==> src/rtl/uart_rx.sv <==
// 8N1 serial receiver with a one-byte data register and status flags,
// read through the 6502-style cs/we/addr/dbr register port.
module uart_rx #(
    parameter int CLK_HZ = 1843200,
    parameter int BAUD   = 115200
) (
    input  logic       clk,
    input  logic       rst,
    input  logic       rx,
    input  logic       cs,
    input  logic       we,
    input  logic       addr,
    output logic [7:0] dbr
);

    localparam int BIT = CLK_HZ / BAUD;
    localparam int CW  = (BIT > 1) ? $clog2(BIT) : 1;
    localparam logic [CW-1:0] HALF = CW'(BIT / 2 - 1);
    localparam logic [CW-1:0] FULL = CW'(BIT - 1);

    localparam logic [1:0] IDLE  = 2'd0;
    localparam logic [1:0] START = 2'd1;
    localparam logic [1:0] DATA  = 2'd2;
    localparam logic [1:0] STOP  = 2'd3;

    logic [1:0]    state;
    logic [CW-1:0] cnt;
    logic [2:0]    bitcnt;
    logic [7:0]    sh;
    logic [7:0]    data;
    logic          rdy, ovr, ferr;
    logic          rxm, rxs;
    logic          rd;
    logic          busy;

    assign rd   = cs & ~we & ~addr;
    assign busy = (state != IDLE);

    // Two-flop synchronizer; idles high so reset does not look like a start bit.
    always_ff @(posedge clk or posedge rst) begin
        if (rst) begin
            rxm <= 1'b1;
            rxs <= 1'b1;
        end else begin
            rxm <= rx;
            rxs <= rxm;
        end
    end

    // Frame FSM and flags; a completing byte's set wins over a same-edge read clear.
    always_ff @(posedge clk or posedge rst) begin
        if (rst) begin
            state  <= IDLE;
            cnt    <= '0;
            bitcnt <= '0;
            sh     <= '0;
            data   <= '0;
            rdy    <= 1'b0;
            ovr    <= 1'b0;
            ferr   <= 1'b0;
        end else begin
            if (rd) begin
                rdy  <= 1'b0;
                ovr  <= 1'b0;
                ferr <= 1'b0;
            end
            case (state)
                IDLE: begin
                    if (!rxs) begin
                        cnt   <= HALF;
                        state <= START;
                    end
                end
                START: begin
                    if (cnt == '0) begin
                        if (rxs) begin
                            state <= IDLE;
                        end else begin
                            cnt    <= FULL;
                            bitcnt <= '0;
                            state  <= DATA;
                        end
                    end else begin
                        cnt <= cnt - CW'(1);
                    end
                end
                DATA: begin
                    if (cnt == '0) begin
                        sh     <= {rxs, sh[7:1]};
                        cnt    <= FULL;
                        bitcnt <= bitcnt + 3'd1;
                        if (bitcnt == 3'd7) state <= STOP;
                    end else begin
                        cnt <= cnt - CW'(1);
                    end
                end
                default: begin
                    if (cnt == '0) begin
                        state <= IDLE;
                        if (!rdy || rd) begin
                            data <= sh;
                            rdy  <= 1'b1;
                        end else begin
                            ovr <= 1'b1;
                        end
                        if (!rxs) ferr <= 1'b1;
                    end else begin
                        cnt <= cnt - CW'(1);
                    end
                end
            endcase
        end
    end

    always_comb begin
        dbr = 8'h00;
        if (cs && !we) dbr = addr ? {rdy, ovr, ferr, busy, 4'b0000} : data;
    end

endmodule

==> config.mk <==
export PLATFORM = sky130hd
export DESIGN_NAME = uart_rx
export DESIGN_NICKNAME = d
export VERILOG_FILES = /design/src/rtl/uart_rx.sv
export SDC_FILE = /design/constraint.sdc
export NUM_CORES = 1
export LEC_CHECK = 0
export ABC_AREA = 1
export CORE_MARGIN = 2
export CORE_UTILIZATION = 34
export CTS_CLUSTER_DIAMETER = 150
export DETAILED_ROUTE_END_ITERATION = 16
export PLACE_DENSITY = 0.63
export SYNTH_ARGS = -nofsm -noshare
export SYNTH_HDL_FRONTEND = slang
export SYNTH_SLANG_ARGS = --single-unit
==> constraint.sdc <==
create_clock -name clk -period 2.9 [get_ports clk]
set_input_delay 0.435 -clock clk [delete_from_list [all_inputs] [get_ports clk]]
set_output_delay 0.435 -clock clk [all_outputs]
set_load 0.02 [all_outputs]
==> metrics.md <==
| Metric | Value |
|---|---|
| Initial antenna violation count | `0` |
| Vias in the first global route | `~1200` |
| DR vias | `between 1000 and 1500` |
| Mapped Cells | `189` |
| DR WL/cell | `between 10 and 15 um` |
| Clk pin slew, worst setup/hold paths | `around 60 ps` |
| Die ar. | `5140 um^2` |
| Syn Area/Cell | `8.25 um^2` |
| Syn nets | `slightly above 200` |
| Most common cell after layout, fill and taps aside | `nand2_1` |
| Post-CTS Hold Fix Bufs | `0` |
| Share of cells above drive strength 1 | `0.144` |
| Max-slew violations | `0` |
| Non-Filler Instances | `261` |
| Port buffer count | `13` |
| Number of remaining DRC errors | `0` |
| First-pass GRT wire length | `5440 um` |
| Clk_lat worst skew | `between 200 and 300 ps` |
| Max VDD drop | `approximately 0.27 mV` |
| Post-CTS Setup Repair Bufs | `0` |
| Final setup vio count | `0` |
| Post-layout minimum cycle time | `2410 ps` |
| Lkg Pwr | `between 0.8 and 0.9 nW` |
| Core Box Area | `roughly 4400 um^2` |
| Final Hold Vio Count | `0` |
| Max-Cap Viols | `0` |
| Worst setup SP type | `primary input` |
| Final Net Count | `221` |
| Clk_skew | `about 6.3 ps` |
| Crit. End Element | `primary output` |
| HP Class | `reg2reg` |
| Total Wirelength | `between 2000 and 3000 um` |
| Worst path arrival time | `approximately 2000 ps` |
| Ant. Diodes | `0` |
| Cell Count Post-Placement | `253` |
| Placer Congestion | `0.781` |
| Rows | `24` |
| Setup TNS | `0 ps` |
| TritonCTS clock tree | `built` |
| Starting DRT DRC Count | `between 70 and 80` |
| Initial Util | `0.356` |
| Die Wd | `roughly 72 um` |
| Achievable frequency | `0.415 GHz` |
| Outcome | `completed` |
| Crit share post-route | `0.831` |
| Worst-Margin Slew | `550 ps` |
| Power per cell area | `roughly 880 nW/um^2` |
| Largest net degree at the start of global routing | `18` |
| Highest fanout seen on the critical path | `4` |
| Total CTS buffers | `5` |
| I/O pin total | `14` |
| Syn-to-layout area delta | `20.7%` |
| Synthesized cell area | `1560 um^2` |
| GRT Residual Overflow | `0` |
| Vias per inst | `4.51` |
| Gr usage total | `0.136` |
| Post_cts resized | `0` |
| CTS root buf | `clkbuf_8` |
| Max-Slew Margin vs Limit | `0.633` |
| Most frequent cells in the layout | `nand2_1 (53), dfrtp_1 (28), inv_1 (27)` |
| YS warnings | `0` |
| Yosys reg bits | `30` |
| Clk sinks | `30` |
| Router iterations before antenna repair | `5` |
| HPWL Detailed | `~2200 um` |
| Setup ws final | `a little under 500 ps` |
| Pre-CTS setup slack | `between 400 and 500 ps` |
| H-tree depth | `2` |
| CP Class | `in2out` |
| Seq/Total Area, Yosys | `0.483` |
| Core Util, Final | `0.429` |
| WP data required | `approximately 2500 ps` |
| Yosys cell types | `22` |
| Bufs on Longest Clock Path | `2` |
| Final ANT Viol Nets | `0` |
| RSZ-0062 raised after global routing | `false` |
| Die Y-Extent | `between 70 and 80 um` |
-- sequential cells by signal (all words and copies together) (netlist names) --
signal,count
cnt,4
state,2
sh,8
rxs,1
rxm,1
ferr,1
ovr,1
rdy,1
data,8
bitcnt,3
-- stage by stage --
| step | power (W) | hold WS, ps | area (um^2) |
|---|---|---|---|
| after global placement | 0.00114 | 346 | 1740 |
| after CTS | 0.00168 | 360 | 1880 |
| after global routing | 0.00181 | 365 | 1880 |
| after floorplan | 0.00102 | 345 | 1560 |
| final | 0.00166 | 361 | 1880 |
| after detailed placement | 0.00114 | 349 | 1740 |
-- metal layers --
| metal | GRT usage | vias to the layer above | part of all wire |
|---|---|---|---|
| li1 | - | 632 | - |
| met1 | 0.185 | 522 | 0.49 |
| met2 | 0.208 | 17 | 0.45 |
| met3 | 0.0380 | 5 | 0.035 |
| met4 | 0.0503 | 0 | 0.018 |
| met5 | 0 | - | 0 |
-- cell families after synthesis --
logic type / after synthesis / synth area share
and+or+nand+nor: 86 / 0.237
DFF: 30 / 0.483
AOI/OAI and AO/OA: 36 / 0.142
adders and majority gates: 7 / 0.0562
buffers and inverters: 30 / 0.0819
-- synth_stat cells, drive strengths merged --
cell / instances / area, um^2
inv: 28 / 105
nor3: 1 / 5.00
dfstp: 2 / 52.6
nand2: 58 / 235
o21ai: 26 / 156
nand3b: 1 / 7.51
buf: 2 / 22.5
nand3: 7 / 35.0
ha: 7 / 87.6
nor2: 19 / 86.3
o31ai: 1 / 7.51
a21boi: 2 / 15.0
a21oi: 7 / 42.5
dfrtp: 28 / 701
-- cell type report --
class | count | area (um^2)
fill | 420 | 2500
sequential | 30 | 753
multi-input combinational | 129 | 678
timing repair buffer | 14 | 138
inverter | 28 | 105
clock buffer | 6 | 82.6
tap | 52 | 65.1
clock inverter | 2 | 60.1
-- power by group --
part	leakage, nW	switching, W	internal (W)
clock network	0.0714	0.000158	0.000366
registers	0.394	0.0000691	0.000513
logic	0.417	0.000351	0.000203
total	0.882	0.000577	0.00108
-- critical path, stage by stage --
cell and delay, ps:
clkdlybuf4s50_1 450, inv_1 40, nor2_2 150, o21ai_0 110, a21oi_1 160, clkdlybuf4s50_1 630
-- worst paths after layout --
path	to	slack (ps)	start	depth (start not counted)
max	dbr[4]	490	cs	6
min	rxs	360	rxm	0
max reg2reg	bitcnt[0]	1260	cnt[0]	6
min reg2reg	rxs	360	rxm	0
max in group asynchronous	cnt[0]	1760	rst	3
min in group asynchronous	sh[2]	500	rst	2
(Power assumes the default switching activity.)
